**src/rtl/score_draw.sv**
```systemverilog
// Multi-digit BCD score renderer: walks every glyph pixel of every digit, drives the
// external glyph ROM, and re-times coordinates/flags to the ROM latency before plotting.
module score_draw #(
    parameter int          NUM_DIGITS = 4,
    parameter int          GLYPH_W    = 14,
    parameter int          GLYPH_H    = 15,
    parameter int          GAP        = 2,
    parameter int          ADDR_W     = 8,
    parameter int          ROM_LAT    = 1,
    parameter logic [23:0] KEY_COLOUR = 24'h000000,
    parameter logic [23:0] ERR_COLOUR = 24'hFF0000
) (
    input  logic                    clk,
    input  logic                    resetn,
    input  logic                    start,
    input  logic [4*NUM_DIGITS-1:0] digits,
    input  logic [7:0]              x,
    input  logic [7:0]              y,
    input  logic                    lz_blank,
    output logic [ADDR_W-1:0]       glyph_addr,
    output logic [3:0]              glyph_sel,
    input  logic [23:0]             glyph_q,
    output logic                    busy,
    output logic                    done,
    output logic [7:0]              x_draw,
    output logic [7:0]              y_draw,
    output logic [23:0]             colour,
    output logic                    plot,
    output logic [1:0]              fsm_state
);

    localparam int COL_W  = (GLYPH_W > 1) ? $clog2(GLYPH_W) : 1;
    localparam int ROW_W  = (GLYPH_H > 1) ? $clog2(GLYPH_H) : 1;
    localparam int DIG_W  = (NUM_DIGITS > 1) ? $clog2(NUM_DIGITS) : 1;
    localparam int FCNT_W = $clog2(ROM_LAT + 1);
    localparam logic [7:0] STEP = 8'(GLYPH_W + GAP);

    typedef enum logic [1:0] {
        IDLE  = 2'd0,
        DRAW  = 2'd1,
        FLUSH = 2'd2
    } state_t;

    state_t state, state_nx;

    logic [COL_W-1:0]        col;
    logic [ROW_W-1:0]        row;
    logic [DIG_W-1:0]        dig;
    logic [FCNT_W-1:0]       fcnt;
    logic [ADDR_W-1:0]       pix;
    logic [4*NUM_DIGITS-1:0] digits_sh;
    logic [7:0]              x_base;
    logic [7:0]              y_r;
    logic                    lz_r;
    logic                    lead_zero;

    logic       last_col, last_row, last_dig, flush_end;
    logic [3:0] code;
    logic [7:0] iss_x, iss_y;
    logic       iss_valid, iss_blank, iss_err;

    logic [ROM_LAT-1:0] p_valid, p_blank, p_err;
    logic [7:0]         p_x [ROM_LAT];
    logic [7:0]         p_y [ROM_LAT];

    assign last_col  = (col == COL_W'(GLYPH_W - 1));
    assign last_row  = (row == ROW_W'(GLYPH_H - 1));
    assign last_dig  = (dig == DIG_W'(NUM_DIGITS - 1));
    assign flush_end = (fcnt == FCNT_W'(ROM_LAT));

    // Current digit is always the top nibble; the register shifts left per digit.
    assign code      = digits_sh[4*NUM_DIGITS-1 -: 4];
    assign iss_x     = x_base + 8'(col);
    assign iss_y     = y_r + 8'(row);
    assign iss_valid = (state == DRAW);
    assign iss_err   = (code > 4'd9);
    assign iss_blank = lz_r && lead_zero && (code == 4'd0) && !last_dig;

    assign glyph_addr = (state == DRAW) ? pix : '0;
    assign glyph_sel  = (state == DRAW) ? code : 4'd0;

    // start is accepted only in IDLE; busy covers the whole draw and falls in the
    // same cycle as the single-cycle done pulse.
    assign busy      = (state != IDLE);
    assign fsm_state = state;

    always_ff @(posedge clk or negedge resetn) begin
        if (!resetn) state <= IDLE;
        else         state <= state_nx;
    end

    always_comb begin
        state_nx = state;
        case (state)
            IDLE:    if (start) state_nx = DRAW;
            DRAW:    if (last_col && last_row && last_dig) state_nx = FLUSH;
            FLUSH:   if (flush_end) state_nx = IDLE;
            default: state_nx = IDLE;
        endcase
    end

    always_ff @(posedge clk or negedge resetn) begin
        if (!resetn) begin
            col       <= '0;
            row       <= '0;
            dig       <= '0;
            pix       <= '0;
            digits_sh <= '0;
            x_base    <= '0;
            y_r       <= '0;
            lz_r      <= 1'b0;
            lead_zero <= 1'b0;
        end else if (state == IDLE) begin
            if (start) begin
                col       <= '0;
                row       <= '0;
                dig       <= '0;
                pix       <= '0;
                digits_sh <= digits;
                x_base    <= x;
                y_r       <= y;
                lz_r      <= lz_blank;
                lead_zero <= 1'b1;
            end
        end else if (state == DRAW) begin
            if (!last_col) begin
                col <= col + COL_W'(1);
                pix <= pix + ADDR_W'(1);
            end else if (!last_row) begin
                col <= '0;
                row <= row + ROW_W'(1);
                pix <= pix + ADDR_W'(1);
            end else begin
                col       <= '0;
                row       <= '0;
                pix       <= '0;
                dig       <= dig + DIG_W'(1);
                x_base    <= x_base + STEP;
                digits_sh <= digits_sh << 4;
                lead_zero <= lead_zero && (code == 4'd0);
            end
        end
    end

    always_ff @(posedge clk or negedge resetn) begin
        if (!resetn) begin
            fcnt <= '0;
            done <= 1'b0;
        end else begin
            fcnt <= (state == FLUSH) ? fcnt + FCNT_W'(1) : '0;
            done <= (state == FLUSH) && flush_end;
        end
    end

    // Delay line: issue-stage metadata lines up with glyph_q after ROM_LAT clocks.
    always_ff @(posedge clk or negedge resetn) begin
        if (!resetn) begin
            p_valid <= '0;
            p_blank <= '0;
            p_err   <= '0;
            for (int i = 0; i < ROM_LAT; i++) begin
                p_x[i] <= '0;
                p_y[i] <= '0;
            end
        end else begin
            p_valid[0] <= iss_valid;
            p_blank[0] <= iss_blank;
            p_err[0]   <= iss_err;
            p_x[0]     <= iss_x;
            p_y[0]     <= iss_y;
            for (int i = 1; i < ROM_LAT; i++) begin
                p_valid[i] <= p_valid[i-1];
                p_blank[i] <= p_blank[i-1];
                p_err[i]   <= p_err[i-1];
                p_x[i]     <= p_x[i-1];
                p_y[i]     <= p_y[i-1];
            end
        end
    end

    always_ff @(posedge clk or negedge resetn) begin
        if (!resetn) begin
            plot   <= 1'b0;
            x_draw <= '0;
            y_draw <= '0;
            colour <= '0;
        end else begin
            plot   <= p_valid[ROM_LAT-1] && !p_blank[ROM_LAT-1] &&
                      (p_err[ROM_LAT-1] || (glyph_q != KEY_COLOUR));
            x_draw <= p_x[ROM_LAT-1];
            y_draw <= p_y[ROM_LAT-1];
            colour <= p_err[ROM_LAT-1] ? ERR_COLOUR : glyph_q;
        end
    end

endmodule

```
**config.mk**
```make
export PLATFORM = sky130hd
export DESIGN_NAME = score_draw
export DESIGN_NICKNAME = d
export VERILOG_FILES = /design/src/rtl/score_draw.sv
export SDC_FILE = /design/constraint.sdc
export NUM_CORES = 1
export LEC_CHECK = 0
export CORE_ASPECT_RATIO = 0.75
export CORE_UTILIZATION = 40
export DETAILED_ROUTE_END_ITERATION = 16
export PLACE_DENSITY_LB_ADDON = 0.1
export SLEW_MARGIN = 15
export SYNTH_ARGS = -nofsm -noshare
export SYNTH_HDL_FRONTEND = slang
export SYNTH_SLANG_ARGS = --single-unit
```
**constraint.sdc**
```tcl
create_clock -name clk -period 4.68 [get_ports clk]
set_clock_uncertainty 0.2 [all_clocks]
set_input_delay 0.936 -clock clk [delete_from_list [all_inputs] [get_ports clk]]
set_output_delay 0.936 -clock clk [all_outputs]
set_load 0.1 [all_outputs]
```
==> metrics.yaml <==
p_switching_mw: 1.75
ir_drop_v: 0.000299
max_stage_delay_ns: 1.05
path_max_fanout: 24
synth_seq_cells: 116
postSynthCellCount: 401
internal_power_mw: 2.56
clkLatencyLatePin_ns: 0.41
power_frac_clock_pct: 31.6
cts_made_buffers: 17
ys.flop_type: "dfrtp_1"
hp-class: "flip-flop to flip-flop"
powerDensity_nw_per_um2: 648
drv_cap: 0
cts_setup_buffers: 0
setup.worst_path.end_class: "output port"
final_antenna_net_count: 0
syn_to_final_growth_pct: 39.4
ioPinCount: 117
drt_iter0_drc: 220
start_util_pct: 41.1
async_reset_ff_share_pct: 100
rows: 34
crit_type: "flip-flop to output port"
ys_types: 51
leakage_nw: 2.92
ys_seq_area_share_pct: 60.8
fin_tns_setup_ns: 0
root_buffer: "clkbuf_16"
core_area_sq_um: 11600
diodes: 0
synth.avg_cell_area_sq_um: 11.9
dieArea_sq_um: 12400
placed_cells: 666
first_pass_iters: 4
whs_ns: 0.146
grt_pass1_vias: 3411
ctsHoldBuffers: 0
gp_congestion: 0.829
setup_viol: 0
dp_hpwl_microns: 7400
period_share_pct: 80.8
crit_arrival_ns: 2.65
p_sw_share_pct: 40.6
grtUsageTotal_pct: 18.6
pwr-share-comb_pct: 35.9
yosysWarnings: 0
grt_pass1_wl_microns: 17200
syn-cell-area_sq_um: 4770
viasPerCell: 4.87
synth_fp_nets: 478
cts_buffer_depth: 2
die_h_microns: 96.6
drt-total-wl_microns: 10700
start_kind: "flip-flop"
drive_gt1_share_pct: 13.4
path_clk_slew_ns: 0.05
wl_per_cell_microns: 15.3
grt_overflow: 0
worstMarginPinSlew_ns: 1.02
cts_max_level: 4
outcome: "completed"
fillCellCount: 991
vias: 3401
finalHoldViolCount: 0
grt_setup_unrepaired: "no"
grt_max_degree: 58
drc_errors: 0
seq_power_share_pct: 32.5
synth_edf_count: 0
stdcell_count: 698
drv_slew: 0
cts_sinks: 116
slew_headroom_pct: 31.9
nNetsFinal: 600
cts_resized: 0
slowest_stage: "clkdlybuf4s50_1"
fin_crit_ns: 3.78
required_ns: 3.54
tritoncts: "yes"
io_buffers: 116
p_total_mw: 4.31
fmax_ghz: 0.264
antenna_found_initial: 0
worstPathCellList: "nor2_4, inv_2, clkdlybuf4s50_1"
die_x_microns: 128
## path summary, 6_finish.rpt
path / slack, ns / cells after the start / startpoint / to
worst max-delay path: 0.90 / 3 / fsm_state[0] / busy
worst min-delay path: 0.15 / 0 / p_x[4] / x_draw[4]
worst max register to register: 1.83 / 5 / fsm_state[0] / digits_sh[11]
worst min register to register: 0.15 / 0 / p_x[4] / x_draw[4]
max in group asynchronous: 2.98 / 2 / resetn / colour[6]
min in group asynchronous: 0.38 / 1 / resetn / digits_sh[1]
## layout by cell type (no fill, tap or decap), drive strengths merged, types with 3 or more instances in the layout
master         instances
dfrtp                116
clkdlybuf4s50        104
nand2                 42
a21oi                 24
clkbuf                20
nor2b                 17
a31oi                 17
o21ai                 17
ha                    15
buf                   15
and2                  14
nor2                  14
mux2                  12
xnor2                 11
inv                   11
or2                    8
nand3                  8
a211oi                 5
xor2                   5
nor4                   5
and3                   5
a22o                   5
bufinv                 4
clkinvlp               4
a21o                   3
o21a                   3
nand2b                 3
o22ai                  3
nand4                  3
## cells by family (layout without fill, tap and decap cells)
family                     count (synthesis)  after routing  share of synthesized area, %
and+or+nand+nor                          127            127                          14.0
xor gates and xnor gates                  16             16                          2.94
buffers and inverters                     25            160                          2.81
muxes                                     13             13                          3.04
adders and majority gates                 17             17                          4.77
DFF                                      116            116                          60.8
AOI/OAI and AO/OA                         87             87                          11.6
## cell usage after synthesis (2+ instances only)
cell,number,area (sq um)
dfrtp_1,116,2900
nand2_1,42,158
a21oi_1,24,120
a31oi_1,17,106
nor2b_1,17,106
ha_1,15,188
o21ai_0,15,75.1
and2_1,14,87.6
nor2_1,13,48.8
mux2_2,12,135
xnor2_1,11,96.3
inv_1,8,30.0
or2_2,8,50.1
clkbuf_1,7,26.3
nand3_1,7,35.0
a211oi_1,5,37.5
a22o_1,5,43.8
and3_1,5,31.3
nor4_1,5,31.3
xor2_1,5,43.8
buf_4,4,30.0
a21o_1,3,22.5
buf_6,3,33.8
nand2b_1,3,18.8
o21a_1,3,22.5
o22ai_1,3,18.8
buf_2,2,10.0
fa_1,2,40.0
nand4_1,2,12.5
nor3_1,2,10.0
nor3b_1,2,15.0
or3_1,2,12.5
## layout make-up
class	count	area, sq um	area share [%]
tap	162	203	3.05
multi-input combinational	260	1740	26.1
clock buffer	20	447	6.71
timing repair buffer	119	1150	17.3
sequential	116	2900	43.6
clock inverter	12	178	2.67
inverter	9	33.8	0.508
## metrics by stage
stage	setup slack [ns]	util, %	cell area, sq um
global placement	1.36	51.9	6030
floorplan	0.985	-	4770
global route	0.733	57.3	6650
detailed placement	1.31	51.9	6030
CTS	0.871	57.3	6650
finish	0.899	57.3	6650
## flip-flops by register name, summed over array words and instances, names as in the netlist, 2 cells and up
| signal | flops |
|---|---|
| p_x | 8 |
| col | 4 |
| x_draw | 8 |
| pix | 8 |
| fsm_state | 2 |
| row | 4 |
| digits_sh | 16 |
| y_draw | 8 |
| colour | 24 |
| dig | 2 |
| p_y | 8 |
| x_base | 8 |
| y_r | 8 |
## worst max-delay path: cells and delay by family, from the launching register on
family / cells / cell delay [ns]
simple gates: 1 / 0.41
buf+inv: 2 / 1.35
flops: 1 / 0.47
## power by group through the flow
stage / clock network (mW) / registers, mW / logic [mW]
finish: 1.36 / 1.40 / 1.55
global route: 1.44 / 1.43 / 1.63
CTS: 1.39 / 1.40 / 1.56
detailed placement: 0 / 1.42 / 1.55
global placement: 0 / 1.41 / 1.54
floorplan: 0 / 1.94 / 0.619
## routing by layer
metal  track usage (%)  part of all wire, %  vias up
li1                  -                    -     1641
met2              28.7                   46      105
met5                 0                    0        -
met4              8.04                  1.2        0
met1              24.7                   46     1644
met3              5.45                  6.8       11
(Power assumes the default switching activity.)
